**src/rtl/board_pkg.sv**
```systemverilog
// Shared definitions for the board scan path: tile content codes, grid geometry
// and the scan FSM state encoding.
package board_pkg;

   localparam logic [7:0] TILE_WALL  = 8'h80;
   localparam logic [7:0] TILE_TANK1 = 8'h40;
   localparam logic [7:0] TILE_TANK2 = 8'h20;
   localparam logic [7:0] TILE_PROJ  = 8'h10;
   localparam logic [7:0] TILE_EMPTY = 8'h00;

   localparam int unsigned GRID_W    = 16;
   localparam int unsigned NUM_TILES = GRID_W * GRID_W;
   localparam logic [7:0]  LAST_TILE = 8'(NUM_TILES - 1);

   localparam logic [2:0] ST_IDLE  = 3'd0;
   localparam logic [2:0] ST_READ  = 3'd1;
   localparam logic [2:0] ST_WAIT  = 3'd2;
   localparam logic [2:0] ST_ISSUE = 3'd3;
   localparam logic [2:0] ST_DRAW  = 3'd4;
   localparam logic [2:0] ST_NEXT  = 3'd5;

   typedef enum logic [2:0] {
      StIdle  = ST_IDLE,
      StRead  = ST_READ,
      StWait  = ST_WAIT,
      StIssue = ST_ISSUE,
      StDraw  = ST_DRAW,
      StNext  = ST_NEXT
   } scan_state_e;

   // Direction lives in the low bits, so only an all-zero byte means nothing to draw.
   function automatic logic tile_is_empty(input logic [7:0] code);
      return code == TILE_EMPTY;
   endfunction

endpackage

```
**src/rtl/scan_timeout_counter.sv**
```systemverilog
// Saturating per-tile watchdog: cleared by load_i, counts while en_i, and flags the
// cycle in which the count reaches Limit.
module scan_timeout_counter #(
   parameter int unsigned Width = 10,
   parameter int unsigned Limit = 1023
) (
   input  logic clock,
   input  logic reset,
   input  logic load_i,
   input  logic en_i,
   output logic expired_o
);

   localparam logic [Width-1:0] LimitW = Width'(Limit);
   localparam logic [Width-1:0] LastW  = Width'(Limit - 1);

   logic [Width-1:0] count_q, count_d;

   always_ff @(posedge clock or posedge reset) begin
      if (reset) begin
         count_q <= '0;
      end else begin
         count_q <= count_d;
      end
   end

   always_comb begin
      count_d = count_q;
      if (load_i) begin
         count_d = '0;
      end else if (en_i && (count_q < LimitW)) begin
         count_d = count_q + 1'b1;
      end
   end

   // Expires on the enabled cycle whose increment lands on Limit.
   assign expired_o = en_i && (count_q >= LastW);

endmodule

```
**src/rtl/board_scan_controller.sv**
```systemverilog
// Walks the 16x16 board RAM in row-major order and hands each non-empty tile to the
// tile drawer, waiting for its done handshake before moving on.
module board_scan_controller
   import board_pkg::*;
#(
   parameter int unsigned RAM_LATENCY  = 1,
   parameter int unsigned SKIP_EMPTY   = 1,
   parameter int unsigned DONE_TIMEOUT = 1023
) (
   input  logic       clock,
   input  logic       reset,
   input  logic       start,
   output logic [7:0] ram_addr,
   output logic       ram_rden,
   input  logic [7:0] ram_rdata,
   output logic [7:0] tile_addr,
   output logic [7:0] tile_code,
   output logic       tile_valid,
   input  logic       tile_done,
   output logic       vga_write_en,
   output logic       busy,
   output logic       frame_done,
   output logic       timeout_err
);

   localparam logic [1:0] LatLast = 2'(RAM_LATENCY - 1);
   localparam bit         SkipEn  = (SKIP_EMPTY != 0);

   scan_state_e state_q, state_d;
   logic [7:0]  cnt_q, cnt_d;
   logic [1:0]  lat_q, lat_d;
   logic [7:0]  tile_addr_q, tile_addr_d;
   logic [7:0]  tile_code_q, tile_code_d;
   logic        busy_q, busy_d;
   logic        frame_done_q, frame_done_d;
   logic        timeout_err_q, timeout_err_d;
   logic        tmr_load, tmr_en, tmr_expired;

   scan_timeout_counter #(
      .Width (10),
      .Limit (DONE_TIMEOUT)
   ) u_timeout (
      .clock     (clock),
      .reset     (reset),
      .load_i    (tmr_load),
      .en_i      (tmr_en),
      .expired_o (tmr_expired)
   );

   always_ff @(posedge clock or posedge reset) begin
      if (reset) begin
         state_q       <= StIdle;
         cnt_q         <= '0;
         lat_q         <= '0;
         tile_addr_q   <= '0;
         tile_code_q   <= '0;
         busy_q        <= 1'b0;
         frame_done_q  <= 1'b0;
         timeout_err_q <= 1'b0;
      end else begin
         state_q       <= state_d;
         cnt_q         <= cnt_d;
         lat_q         <= lat_d;
         tile_addr_q   <= tile_addr_d;
         tile_code_q   <= tile_code_d;
         busy_q        <= busy_d;
         frame_done_q  <= frame_done_d;
         timeout_err_q <= timeout_err_d;
      end
   end

   always_comb begin
      state_d       = state_q;
      cnt_d         = cnt_q;
      lat_d         = lat_q;
      tile_addr_d   = tile_addr_q;
      tile_code_d   = tile_code_q;
      busy_d        = busy_q;
      frame_done_d  = 1'b0;
      timeout_err_d = timeout_err_q;
      tmr_load      = 1'b0;
      tmr_en        = 1'b0;

      unique case (state_q)
         StIdle: begin
            // A start coinciding with the frame_done pulse belongs to the old frame.
            if (start && !frame_done_q) begin
               state_d       = StRead;
               busy_d        = 1'b1;
               timeout_err_d = 1'b0;
            end
         end
         StRead: begin
            lat_d   = '0;
            state_d = StWait;
         end
         StWait: begin
            lat_d = lat_q + 2'd1;
            if (lat_q == LatLast) begin
               tile_code_d = ram_rdata;
               tile_addr_d = cnt_q;
               if (SkipEn && tile_is_empty(ram_rdata)) begin
                  state_d = StNext;
               end else begin
                  state_d = StIssue;
               end
            end
         end
         StIssue: begin
            tmr_load = 1'b1;
            state_d  = StDraw;
         end
         StDraw: begin
            if (tile_done) begin
               state_d = StNext;
            end else begin
               tmr_en = 1'b1;
               if (tmr_expired) begin
                  timeout_err_d = 1'b1;
                  state_d       = StNext;
               end
            end
         end
         StNext: begin
            cnt_d = cnt_q + 8'd1;
            if (cnt_q == LAST_TILE) begin
               frame_done_d = 1'b1;
               busy_d       = 1'b0;
               state_d      = StIdle;
            end else begin
               state_d = StRead;
            end
         end
         default: begin
            state_d = StIdle;
         end
      endcase
   end

   assign ram_addr     = cnt_q;
   assign ram_rden     = (state_q == StRead);
   assign tile_addr    = tile_addr_q;
   assign tile_code    = tile_code_q;
   assign tile_valid   = (state_q == StIssue);
   // Combinational on tile_done so the plot stops in the very cycle done arrives.
   assign vga_write_en = (state_q == StDraw) && !tile_done;
   assign busy         = busy_q;
   assign frame_done   = frame_done_q;
   assign timeout_err  = timeout_err_q;

endmodule

```
**config.mk**
```make
export PLATFORM = sky130hd
export DESIGN_NAME = board_scan_controller
export DESIGN_NICKNAME = d
export VERILOG_FILES = /design/src/rtl/board_pkg.sv /design/src/rtl/scan_timeout_counter.sv /design/src/rtl/board_scan_controller.sv
export SDC_FILE = /design/constraint.sdc
export NUM_CORES = 1
export LEC_CHECK = 0
export ABC_CLOCK_PERIOD_IN_PS = 4900
export BUFFER_PORTS_ARGS = -buffer_cell sky130_fd_sc_hd__buf_2
export CAP_MARGIN = 20
export CORE_ASPECT_RATIO = 1.2
export CORE_MARGIN = 5
export CORE_UTILIZATION = 55
export DETAILED_ROUTE_END_ITERATION = 8
export HOLD_SLACK_MARGIN = 0.05
export PLACE_DENSITY_LB_ADDON = 0.12
export REMOVE_ABC_BUFFERS = 1
export SYNTH_ARGS = -nofsm -noshare
export SYNTH_HDL_FRONTEND = slang
export SYNTH_HIERARCHICAL = 1
export SYNTH_SLANG_ARGS = --single-unit
```
**constraint.sdc**
```tcl
create_clock -name clock -period 4.9 [get_ports clock]
set_input_delay 0.245 -clock clock [delete_from_list [all_inputs] [get_ports clock]]
set_output_delay 0.245 -clock clock [all_outputs]
set_load 0.01 [all_outputs]
```
==> metrics.md <==
| Metric | Value |
|---|---|
| Delay of the slowest cell on the worst path | `0.54 ns` |
| Crit path time final | `2.17 ns` |
| Worst hold path stage count | `2` |
| Post-synthesis sequential area ratio | `between 50% and 60%` |
| Clock-pin slew on the worst setup and hold paths | `0.08 ns` |
| PortBufs | `41` |
| Vias/cell | `slightly below 6` |
| Achievable frequency | `462 MHz` |
| Placement Setup Slack | `2.75 ns` |
| Pwr Density | `466 mW/mm^2` |
| Post-CTS Setup Bufs | `0` |
| Max FO, Critical Path | `13` |
| Slew Limit Headroom | `45.1%` |
| Post-synth cell types | `a little over 40` |
| CP endpoint kind | `flip-flop` |
| FF+latch count, synth | `42` |
| Setup_tns | `0 ns` |
| Tightest Pin Transition | `0.822 ns` |
| Commonest non-fill, non-tap cell in the layout | `dfrtp_1` |
| Total power | `between 1 and 1.5 mW` |
| Chip width | `65.5 um` |
| Routed length per placed instance | `15.4 um` |
| Die Y-Extent | `about 77 um` |
| Critical path, cell by cell | `nor4b_1, buf_4, nand4_1, nor4_1, mux2_1` |
| EDFF count, synth | `0` |
| Bufs on Longest Clock Path | `2` |
| Wire length on met1 | `1700 um` |
| Initial antenna violation count | `0` |
| RSZ-0062 raised after global routing | `no` |
| Final setup fails | `0` |
| # diodes | `0` |
| HP Start | `ram_rdata[4]` |
| Layout area overhead | `16.5%` |
| Hold Violations, Final | `0` |
| Synth warn | `6` |
| Row count | `24` |
| Largest net degree at the start of global routing | `33` |
| Cells after Synth | `179` |
| Worst hold path class | `input pin to flip-flop` |
| DRC | `0` |
| Gpl congestion | `0.798` |
| Gr usage total | `about 19%` |
| CTS H-tree depth | `2` |
| First-pass detailed-route iteration total | `4` |
| Reg2reg start | `state_q[0]` |
| Syn_area_per_cell | `11.4 um^2` |
| Critical path class | `flip-flop to flip-flop` |
| Commonest cells after routing, fill and taps aside | `dfrtp_1, buf_2, mux2_2` |
| Worst setup SP type | `flip-flop` |
| Fill cells | `305` |
| Antenna Nets Post-Route | `0` |
| Post-route design area | `0.00237 mm^2` |
| Final Net Count | `240` |
| Worst Setup SP | `state_q[0]` |
| Fraction of layout cells with a size suffix above 1 | `32.0%` |
| Top_reg_cell synth | `dfrtp_1` |
| CTS tree | `done` |
| Post-synth ARST share | `100%` |
| Clock latency on the worst-skew pair | `0.29 ns` |
| Worst path arrival time | `between 2 and 2.5 ns` |
| Die area | `0.00502 mm^2` |
| Post-Route WL | `4060 um` |
| DP HPWL | `2930 um` |
| Metal3 WL | `203 um` |
| Vias in the first global route | `1634` |
| Slowest-stage cell, CP | `dfrtp_1` |
| Clk root buf | `clkbuf_8` |
| Grt ovf | `0` |
| WP depth | `5` |
| CTS Buf Count | `5` |
| Synthesized cell area | `between 0.002 and 0.0025 mm^2` |
| P_leak | `1.16 nW` |
| Final period utilization | `around 44%` |
| CP delay by family, top | `simple AND/OR/NAND/NOR gates` |
| Wire length on met2 | `2110 um` |
| Status | `completed` |
| IO Count | `42` |
| Worst vdd ir | `~0.00029 V` |
| Worst path buffer plus inverter count | `1` |
| Core area | `0.00360 mm^2` |
| Setup ws final | `2.73 ns` |
| Initial core utilization | `56.4%` |
| # Max-Cap Violations | `0` |
| Setup Skew | `0.00770 ns` |
| Number of DRC markers in iteration 0 | `between 50 and 60` |
| Clk sinks | `42` |
| Global-route wire length before repair | `7310 um` |
| Uppermost layer routed | `met4` |
| Pins over their slew limit | `0` |
| Detailed-route via count | `between 1500 and 2000` |
| Placed Instance Area | `~0.0023 mm^2` |
| R2R depth | `5` |
| CP Data Required Time | `5.07 ns` |
==> where the power goes <==
part | switching, mW | internal (mW) | leakage (nW) | total (mW)
Clock | 0.110 | 0.114 | 0.0482 | 0.224
Sequential | 0.0893 | 0.428 | 0.550 | 0.518
Combinational | 0.179 | 0.184 | 0.560 | 0.363
Total | 0.378 | 0.726 | 1.16 | 1.10
==> path summary, 6_finish.rpt <==
path,to,slack [ns]
setup / recovery,u_timeout/count_q[7],2.73
hold / removal,tile_code[4],0.20
setup reg to reg,u_timeout/count_q[7],2.73
hold reg to reg,tile_code[7],0.50
max in group asynchronous,tile_code[5],4.02
min in group asynchronous,u_timeout/count_q[2],0.48
==> state kept, by name, summed over array words and instances, names as in the netlist <==
name	cells
busy	1
frame_done	1
lat_q	2
ram_addr	8
state_q	3
tile_addr	8
tile_code	8
timeout_err	1
u_timeout/count_q	10
==> logic make-up after synthesis <==
group                      after synthesis  share of synthesized area (%)
and+or+nand+nor                         68                           20.0
DFF                                     42                           51.7
AOI/OAI and AO/OA                       24                           8.06
muxes                                   18                           9.97
xor gates and xnor gates                12                           5.17
buffers and inverters                   11                           2.65
adders and majority gates                4                           2.46
==> area by class of cell <==
cell class / instances / area [um^2] / share of cell area (%)
Sequential cell: 42 / 1050 / 44.4
Multi-Input combinational cell: 126 / 928 / 39.2
Timing Repair Buffer: 44 / 230 / 9.72
Clock buffer: 7 / 86.3 / 3.65
Tap cell: 39 / 48.8 / 2.06
Inverter: 5 / 18.8 / 0.792
Clock inverter: 1 / 5.00 / 0.211
==> Yosys cell counts, types with 4 or more instances <==
master / n / share of area [%]
dfrtp_1: 42 / 52
mux2_2: 17 / 9.4
nor2_1: 14 / 2.6
nand2_1: 12 / 2.2
xnor2_1: 10 / 4.3
a21oi_1: 6 / 1.5
nand4_1: 6 / 1.8
nor2b_1: 6 / 1.8
inv_1: 5 / 0.92
nor3_1: 5 / 1.2
buf_2: 4 / 0.98
ha_1: 4 / 2.5
o21ai_0: 4 / 0.98
==> worst reg2reg max path, delay by kind of cell (launching register included) <==
family | cells | cell delay [ns]
buf+inv | 1 | 0.23
flops | 1 | 0.54
mux | 1 | 0.37
simple gates | 3 | 0.91
==> what timing repair did <==
item,4_1_cts,5_1_grt
hold buffers,1,0
gates resized for setup,0,0
endpoints found under the hold margin,33,0
==> through the flow <==
stage	utilization (%)	hold WS, ns	std cells
finish	65.7	0.202	264
global placement	62.9	0.263	255
detailed placement	62.9	0.260	255
CTS	65.7	0.193	264
global route	65.7	0.189	264
floorplan	-	0.0852	173
==> metal layers <==
| metal | global-route usage [%] | up-vias |
|---|---|---|
| met5 | 0 | - |
| met1 | 22.1 | 761 |
| li1 | - | 726 |
| met2 | 31.1 | 43 |
| met4 | 6.64 | 0 |
| met3 | 5.46 | 5 |
Note: power is estimated with default switching activity, not from simulation.
